`src/rtl/seg7_pkg.sv`:
```
// Shared types and glyph table for the multiplexed 7-segment display.
// Glyphs are active-low, ordered {g,f,e,d,c,b,a}.
package seg7_pkg;

  typedef enum logic {
    S_BLANK,
    S_SHOW
  } state_e;

  localparam logic [6:0] SEG_OFF = 7'h7F;

  localparam logic [6:0] GLYPH [16] = '{
    7'h40, 7'h79, 7'h24, 7'h30,
    7'h19, 7'h12, 7'h02, 7'h78,
    7'h00, 7'h10, 7'h08, 7'h03,
    7'h46, 7'h21, 7'h06, 7'h0E
  };

endpackage

```
`src/rtl/decodificador_7seg.sv`:
```
// Combinational hex nibble to active-low 7-segment glyph.
// Output bit order is {g,f,e,d,c,b,a}.
module decodificador_7seg
  import seg7_pkg::*;
(
  input  logic [3:0] nib_i,
  output logic [6:0] seg_o
);

  always_comb begin
    seg_o = GLYPH[nib_i];
  end

endmodule

```
`src/rtl/control_display_7seg.sv`:
```
// Time-multiplexed N-digit 7-segment driver with frame-synchronous update.
// Define SEG_LEADING_ZERO_BLANK_EN to darken leading zero digits.
module control_display_7seg
  import seg7_pkg::*;
#(
  parameter int N_DIGITS     = 8,
  parameter int PRESCALE     = 1000,
  parameter int BLANK_CYCLES = 10
) (
  input  logic                  clk_10MHz_i,
  input  logic                  rst_i,
  input  logic                  we_i,
  input  logic [4*N_DIGITS-1:0] data_i,
  input  logic [N_DIGITS-1:0]   dp_i,
  input  logic [N_DIGITS-1:0]   enable_i,
  output logic [N_DIGITS-1:0]   an_o,
  output logic [6:0]            seg_o,
  output logic                  dp_o,
  output logic                  frame_o
);

  localparam int IW = (N_DIGITS > 1) ? $clog2(N_DIGITS) : 1;
  localparam int CW = (PRESCALE > 1) ? $clog2(PRESCALE) : 1;
  localparam int DW = 4 * N_DIGITS;

  localparam logic [IW-1:0] IDX_LAST   = IW'(N_DIGITS - 1);
  localparam logic [CW-1:0] CNT_LAST   = CW'(PRESCALE - 1);
  localparam logic [CW-1:0] BLANK_LAST = CW'(BLANK_CYCLES - 1);

  state_e               state_q, state_d;
  logic [CW-1:0]        cnt_q, cnt_d;
  logic [IW-1:0]        idx_q, idx_d;
  logic [DW-1:0]        shadow_data_q, shadow_data_d;
  logic [N_DIGITS-1:0]  shadow_dp_q, shadow_dp_d;
  logic [DW-1:0]        active_data_q, active_data_d;
  logic [N_DIGITS-1:0]  active_dp_q, active_dp_d;
  logic [N_DIGITS-1:0]  an_q, an_d;
  logic [6:0]           seg_q, seg_d;
  logic                 dp_q, dp_d;
  logic                 frame_q, frame_d;

  logic                 tick;
  logic                 wrap;
  logic                 lz_ok;
  logic [3:0]           nib;
  logic [6:0]           glyph;

  assign tick = (cnt_q == CNT_LAST);
  assign wrap = tick && (idx_q == IDX_LAST);
  assign nib  = active_data_q[{idx_q, 2'b00} +: 4];

  decodificador_7seg u_dec (
    .nib_i (nib),
    .seg_o (glyph)
  );

`ifdef SEG_LEADING_ZERO_BLANK_EN
  logic [IW-1:0] msd;

  always_comb begin
    msd = '0;
    for (int k = 1; k < N_DIGITS; k++) begin
      if (active_data_q[4*k +: 4] != 4'h0) msd = IW'(k);
    end
  end

  assign lz_ok = (idx_q <= msd);
`else
  assign lz_ok = 1'b1;
`endif

  always_comb begin
    cnt_d   = tick ? '0 : cnt_q + 1'b1;
    state_d = state_q;
    idx_d   = idx_q;
    unique case (state_q)
      S_BLANK: if (cnt_q == BLANK_LAST) state_d = S_SHOW;
      S_SHOW:  if (tick) state_d = S_BLANK;
      default: state_d = S_BLANK;
    endcase
    if (tick) idx_d = wrap ? '0 : idx_q + 1'b1;
  end

  // A write landing on the wrap edge bypasses the shadow so it is never lost.
  always_comb begin
    shadow_data_d = shadow_data_q;
    shadow_dp_d   = shadow_dp_q;
    active_data_d = active_data_q;
    active_dp_d   = active_dp_q;
    if (we_i) begin
      shadow_data_d = data_i;
      shadow_dp_d   = dp_i;
    end
    if (wrap) begin
      active_data_d = we_i ? data_i : shadow_data_q;
      active_dp_d   = we_i ? dp_i   : shadow_dp_q;
    end
  end

  always_comb begin
    an_d    = '1;
    seg_d   = SEG_OFF;
    dp_d    = 1'b1;
    frame_d = wrap;
    if (state_q == S_SHOW && enable_i[idx_q] && lz_ok) begin
      an_d[idx_q] = 1'b0;
      seg_d       = glyph;
      dp_d        = ~active_dp_q[idx_q];
    end
  end

  always_ff @(posedge clk_10MHz_i or negedge rst_i) begin
    if (!rst_i) begin
      state_q       <= S_BLANK;
      cnt_q         <= '0;
      idx_q         <= '0;
      shadow_data_q <= '0;
      shadow_dp_q   <= '0;
      active_data_q <= '0;
      active_dp_q   <= '0;
      an_q          <= '1;
      seg_q         <= SEG_OFF;
      dp_q          <= 1'b1;
      frame_q       <= 1'b0;
    end else begin
      state_q       <= state_d;
      cnt_q         <= cnt_d;
      idx_q         <= idx_d;
      shadow_data_q <= shadow_data_d;
      shadow_dp_q   <= shadow_dp_d;
      active_data_q <= active_data_d;
      active_dp_q   <= active_dp_d;
      an_q          <= an_d;
      seg_q         <= seg_d;
      dp_q          <= dp_d;
      frame_q       <= frame_d;
    end
  end

  assign an_o    = an_q;
  assign seg_o   = seg_q;
  assign dp_o    = dp_q;
  assign frame_o = frame_q;

endmodule

```
`config.mk`:
```
export PLATFORM = sky130hd
export DESIGN_NAME = control_display_7seg
export DESIGN_NICKNAME = d
export VERILOG_FILES = /design/src/rtl/seg7_pkg.sv /design/src/rtl/decodificador_7seg.sv /design/src/rtl/control_display_7seg.sv
export SDC_FILE = /design/constraint.sdc
export NUM_CORES = 1
export LEC_CHECK = 0
export ABC_CLOCK_PERIOD_IN_PS = 3700
export CAP_MARGIN = 15
export CORE_MARGIN = 8
export CORE_UTILIZATION = 30
export DETAILED_ROUTE_END_ITERATION = 7
export PLACE_DENSITY = 0.56
export SKIP_CTS_REPAIR_TIMING = 1
export SYNTH_ARGS = -nofsm -noshare
export SYNTH_HDL_FRONTEND = slang
export SYNTH_HIERARCHICAL = 1
export SYNTH_SLANG_ARGS = --single-unit
```
`constraint.sdc`:
```
create_clock -name clk_10MHz_i -period 3.7 [get_ports clk_10MHz_i]
set_input_delay 0.37 -clock clk_10MHz_i [delete_from_list [all_inputs] [get_ports clk_10MHz_i]]
set_output_delay 0.37 -clock clk_10MHz_i [all_outputs]
set_load 0.005 [all_outputs]
```
# After elaboration in Yosys (flattened, before gate mapping)
# Memories as Yosys holds them, arrays and structs flattened.
# Cells that the tools add are included.
[totals]
register_bits = 111
rom_bits = 112
input_bits = 51
mem_count = 1
[op_classes]
addsub = 2
magnitude_cmp = 3
eq_ne = 3
n_shift = 1
mux = 18
bitwise_logic = 4
reduce_logical = 3
[mem_list]
columns = ["name", "words", "word_bits", "read_ports", "rd_ports_with_merged_regs", "write_ports", "line_no", "source"]
rows = [
  ["(name not given)", 16, 7, 1, 0, 0, "decodificador_7seg.sv:11", "seg_o = GLYPH[nib_i];"],
]
[ops]
columns = ["cell", "n"]
rows = [
  ["2-to-1 mux 32 bit", 1],
  ["variable part select 32 x 6 -> 4 bit", 1],
  ["2-to-1 mux 7 bit", 3],
  ["2-to-1 mux 8 bit", 2],
  ["adder 10 x 1 -> 10 bit (second input constant)", 1],
  ["== test 10 bit (second input constant)", 1],
  ["== test 10 x 4 -> 1 bit (second input constant)", 1],
  ["2-to-1 mux 10 bit", 1],
  ["inverter 8 bit", 1],
  ["binary-select mux 1 bit (select 3 bit)", 2],
  ["2-to-1 mux 1 bit", 6],
  [">= comparator 5 bit (second input constant)", 1],
  ["inverter 4 -> 5 bit", 1],
  ["< comparator 3 x 4 -> 1 bit (second input constant)", 1],
  ["adder 3 x 1 -> 3 bit (second input constant)", 1],
  ["demux 1 bit (select 3 bit)", 1],
  ["== test 3 bit (second input constant)", 1],
  [">= comparator 3 x 1 -> 1 bit (second input constant)", 1],
  ["logical AND 1 bit", 3],
  ["2-to-1 mux 3 bit", 1],
  ["inverter 1 bit", 2],
  ["one-hot mux 1 bit (2 select lines)", 1],
]

# Longest topological paths before layout
[logic_depth]
depth_word = 6
ltp_mapped = 13
depth_no_buf = 10

# By module
# The synthesis kept the hierarchy.
[modules_own_cells]
columns = ["mod", "n_inst", "cells_each", "area_each_um2", "seq_area_each_um2"]
rows = [
  ["control_display_7seg", 1, 336, 4775.8, 2797.7],
  ["decodificador_7seg", 1, 35, 247.7, 0.0],
]

# Worst setup path after synthesis
# Ideal clock, no wire load.
[synth_timing]
kind = "register -> register"
start = "register idx_q[2]"
end = "register seg_q[3], in the netlist seg_o[3]"
setup_time_ns = 0.098
t_arrival_ns = 2.243
required_time_ns = 3.602
path_slack_ns = 1.359
stages_incl_launch_ff = 13
synth_period_minus_slack_ns = 2.341
path_cell_list = "dfrtp_1 -> buf_2 -> clkbuf_1 -> nand2_1 -> mux4_2 -> nand3_1 -> inv_1 -> ha_1 -> nand2_1 -> a21oi_1 -> a31oi_1 -> inv_1 -> o311ai_1"
[synth_via]
elab_chain_cells = 6
word_cells_on_any_way = 9
cone_classes = "shift (1); mux (5); bitwise (1); reduce/logical (1); memory (1)"
[synth_lines]
columns = ["element", "line_no", "source"]
rows = [
  ["start: declaration", "control_display_7seg.sv:32", "logic [IW-1:0] idx_q, idx_d;"],
  ["start signal: assignment", "control_display_7seg.sv:128", "idx_q <= idx_d;"],
  ["variable part select 32 x 6 -> 4 bit", "control_display_7seg.sv:50", "assign nib = active_data_q[{idx_q, 2'b00} +: 4];"],
  ["net nib[0]", "control_display_7seg.sv:45", "logic [3:0] nib;"],
  ["inverter 4 -> 5 bit (implied by the code)", "decodificador_7seg.sv:11", ""],
  ["memory read (16 x 7 bit)", "n/a", ""],
  ["2-to-1 mux 7 bit (implied by the code) (2 in series)", "decodificador_7seg.sv:11", ""],
  ["net glyph[3]", "control_display_7seg.sv:46", "logic [6:0] glyph;"],
  ["2-to-1 mux 7 bit", "control_display_7seg.sv:105", "if (state_q == S_SHOW && enable_i[idx_q] && lz_ok) begin"],
  ["net seg_d[3]", "control_display_7seg.sv:38", "logic [6:0] seg_q, seg_d;"],
  ["end signal: assignment", "control_display_7seg.sv:134", "seg_q <= seg_d;"],
  ["end: declaration", "control_display_7seg.sv:38", ""],
]
# The timed path passes the listed nets, and every way through them passes these cells. The select of a mux whose other input is x is not followed.
# A chain may end at the register's enable or synchronous reset.

# Worst setup path after layout
[layout_timing]
start = "register idx_q[0]"
end = "register seg_q[0], in the netlist seg_o[0]"
# Same word-level chain as after synthesis.

==> metrics.txt <==
status=finished clean; cell-by-cell listing of the critical path=mux4_2, mux2_2, inv_1, ha_1, nand2b_1, o211ai_1, o21ai_0, inv_1, o311ai_0; signal arrival time at the worst endpoint=just over 3 ns; dpl hpwl=7960 um; maxcap violations=0; FF/Latch Area=2800 um^2; mapped cell area=5020 um^2; final critical-path share of the clock period=0.768; count of final setup violators=0; clock transition time at the flip-flop clock pins of the worst setup and hold paths=0.07 ns; number of nets still failing antenna checks after routing=0; Std-Cell Rows=47; number of pins exceeding their max-slew limit in the final report=0; # port buffers=67; DP Worst Slack=0.878 ns; number of antenna cells inserted=0; gate count after technology mapping=between 300 and 400; Worst Path Max Fanout=23; area growth from synthesis to layout=23.1%; width of the die=145 um; peak supply drop=about 0.22 mV; sequential cell area fraction in the yosys report=0.557; critical path capture point type=register; number of nets in the finished design=494; Routability Congestion=0.772; ratio of routed vias to standard cells=approximately 4.7; DRC violations left=0; number of library cell types mapped by synthesis=52; Congestion Overflow GR=0; layout cells sized above 1=0.227; global-route wire length before repair=18600 um; WL per Instance=16.7 um; filler cell count=~1600; reg2reg path depth=9; Syn Nets=433; static leakage=~2.6 nW; Setup CP Type=reg2reg; final instance count without filler cells=approximately 660; Syn. warnings=6; area enclosed by the die boundary=21100 um^2; worst slew pin tran=1.06 ns; Initial DRT Pass Iterations=4; FF-to-FF setup slack=around 0.86 ns; count of endpoints failing hold in the final timing report=0; number of global-route vias before repair=between 3000 and 4000; shortest clock period the worst path allows after layout=2.84 ns; multi-input combinational cell area=2050 um^2; number of sinks on the clock net=111; pin count of the biggest net entering global routing=65; headroom to the max-slew limit=0.285; Routed WL=~11000 um; 1st-iter DRT viols=228; Inserted Clock Buffers=9; Die Span Y=about 150 um; Clock Latency Late Sink=0.35 ns; post-route worst setup slack=0.858 ns; Inst Count DP=641; delay of the slowest cell on the worst path=0.83 ns; most common cell after layout, fill and taps aside=sky130_fd_sc_hd__dfrtp_1; Hold/Removal Path Class=in2async; setup skew after layout=0.00727 ns; number of storage elements in the synthesis netlist=between 100 and 150; number of enable-type register cells in the synthesized netlist=0; per-instance average area after synthesis=13.5 um^2; required time of the critical path=3.90 ns; type of origin of the critical path=register; via count=about 3100; unrepaired setup endpoints after global routing=no; buffer cell driving the clock tree root=sky130_fd_sc_hd__clkbuf_16; initial antenna violation count=0; highest clock frequency the design can meet=around 350 MHz; async set-or-reset flop fraction in the synthesized netlist=1.00; Boundary Pins=68; prevailing post-synth register cell=sky130_fd_sc_hd__dfrtp_1; cell occurring most often along the worst timing path=sky130_fd_sc_hd__inv_1; clock buffer depth=2; core area=between 15000 and 20000 um^2; setup total negative slack=0 ns; total track usage=0.111; clock tree from TritonCTS=done; initial core utilization=0.305; maximum level of the CTS H-tree=3; Hold WS=roughly 0.11 ns; highest-count cells in the layout ignoring fill and taps=sky130_fd_sc_hd__dfrtp_1, sky130_fd_sc_hd__clkdlybuf4s50_1, sky130_fd_sc_hd__mux2_2, sky130_fd_sc_hd__mux2_1, sky130_fd_sc_hd__inv_1; worst-path cell with the longest stage delay=sky130_fd_sc_hd__dfrtp_1; total power divided by cell area=392 nW/um^2
cell families after synthesis:
kind of cell               after synthesis  share of synthesized area
xor gates and xnor gates                 3                    0.00523
AOI/OAI and AO/OA                       46                     0.0665
buffers and inverters                   38                     0.0359
DFF                                    111                      0.557
adders and majority gates               11                     0.0274
and+or+nand+nor                         62                     0.0740
muxes                                  100                      0.234
worst paths after layout:
| path | start | endpoint |
|---|---|---|
| max | idx_q[0]$_DFFE_PN0N_ | seg_o[0]$_DFF_PN1_ |
| min | rst_i | cnt_q[5]$_DFF_PN0_ |
| max reg2reg | idx_q[0]$_DFFE_PN0N_ | seg_o[0]$_DFF_PN1_ |
| min reg2reg | active_dp_q[3]$_DFFE_PN0P_ | active_dp_q[3]$_DFFE_PN0P_ |
| max in group asynchronous | rst_i | active_data_q[25]$_DFFE_PN0P_ |
| min in group clk_10MHz_i | active_dp_q[3]$_DFFE_PN0P_ | active_dp_q[3]$_DFFE_PN0P_ |
state kept, by name, summed over array words and instances, names as in the netlist:
name / flops
active_data_q: 32
active_dp_q: 8
an_o: 8
cnt_q: 10
dp_o: 1
frame_o: 1
idx_q: 3
seg_o: 7
shadow_data_q: 32
shadow_dp_q: 8
state_q: 1
worst max-delay path, delay by kind of cell, from the launching register on:
kind / cells / cell delay [ns]
mux: 2 / 0.93
compound gates: 3 / 0.40
simple gates: 1 / 0.13
fa+ha+maj: 1 / 0.19
flops: 1 / 0.83
buf+inv: 2 / 0.23
per-layer routing:
metal,global-route usage,share of wire,wire length (um),up-vias
met5,0,0,0,-
met1,0.148,0.49,5320,1567
met2,0.167,0.46,5050,56
li1,-,-,-,1471
met4,0.0469,0.021,234,0
met3,0.0280,0.033,358,19
through the flow:
step / total power (W) / area [um^2] / utilization
2_1_floorplan: 0.00136 / 5020 / -
3_3_place_gp: 0.00147 / 5880 / 0.357
3_5_place_dp: 0.00147 / 5880 / 0.357
4_1_cts: 0.00247 / 6180 / 0.376
5_1_grt: 0.00253 / 6180 / 0.376
6_report: 0.00242 / 6180 / 0.376
power breakdown:
| part | leakage [nW] | switching [W] | internal, W |
|---|---|---|---|
| Sequential | 1.39 | 0.0000114 | 0.00126 |
| Combinational | 1.11 | 0.0000720 | 0.0000967 |
| Clock | 0.153 | 0.000433 | 0.000547 |
| Total | 2.65 | 0.000516 | 0.00191 |
synth_stat cells, types with 3 or more instances:
cell type	n	share of area
sky130_fd_sc_hd__clkbuf_1	6	0.0045
sky130_fd_sc_hd__o22ai_1	3	0.0037
sky130_fd_sc_hd__or3_1	3	0.0037
sky130_fd_sc_hd__dfstp_2	16	0.084
sky130_fd_sc_hd__mux2_2	50	0.11
sky130_fd_sc_hd__dfrtp_1	95	0.47
sky130_fd_sc_hd__mux2_1	40	0.090
sky130_fd_sc_hd__nand2_1	14	0.010
sky130_fd_sc_hd__mux2i_1	5	0.010
sky130_fd_sc_hd__nor2b_1	7	0.0087
sky130_fd_sc_hd__buf_2	6	0.0060
sky130_fd_sc_hd__a21oi_1	6	0.0060
sky130_fd_sc_hd__nand3_1	11	0.011
sky130_fd_sc_hd__mux4_2	5	0.022
sky130_fd_sc_hd__buf_4	4	0.0060
sky130_fd_sc_hd__nand4_1	4	0.0050
sky130_fd_sc_hd__a221oi_1	4	0.0070
sky130_fd_sc_hd__o21ai_0	6	0.0060
sky130_fd_sc_hd__nor2_1	5	0.0037
sky130_fd_sc_hd__ha_1	11	0.027
sky130_fd_sc_hd__inv_1	17	0.013
sky130_fd_sc_hd__o311ai_1	6	0.010
sky130_fd_sc_hd__and3b_1	3	0.0052
sky130_fd_sc_hd__buf_1	3	0.0022
sky130_fd_sc_hd__o311ai_0	4	0.0070
area by class of cell:
cell class,instances,share of cell area
Clock inverter,6,0.0113
Tap cell,220,0.0445
Timing Repair Buffer,71,0.112
Multi-Input combinational cell,222,0.331
Sequential cell,111,0.452
Inverter,17,0.0103
Clock buffer,10,0.0386
Note: power is estimated with default switching activity, not from simulation.
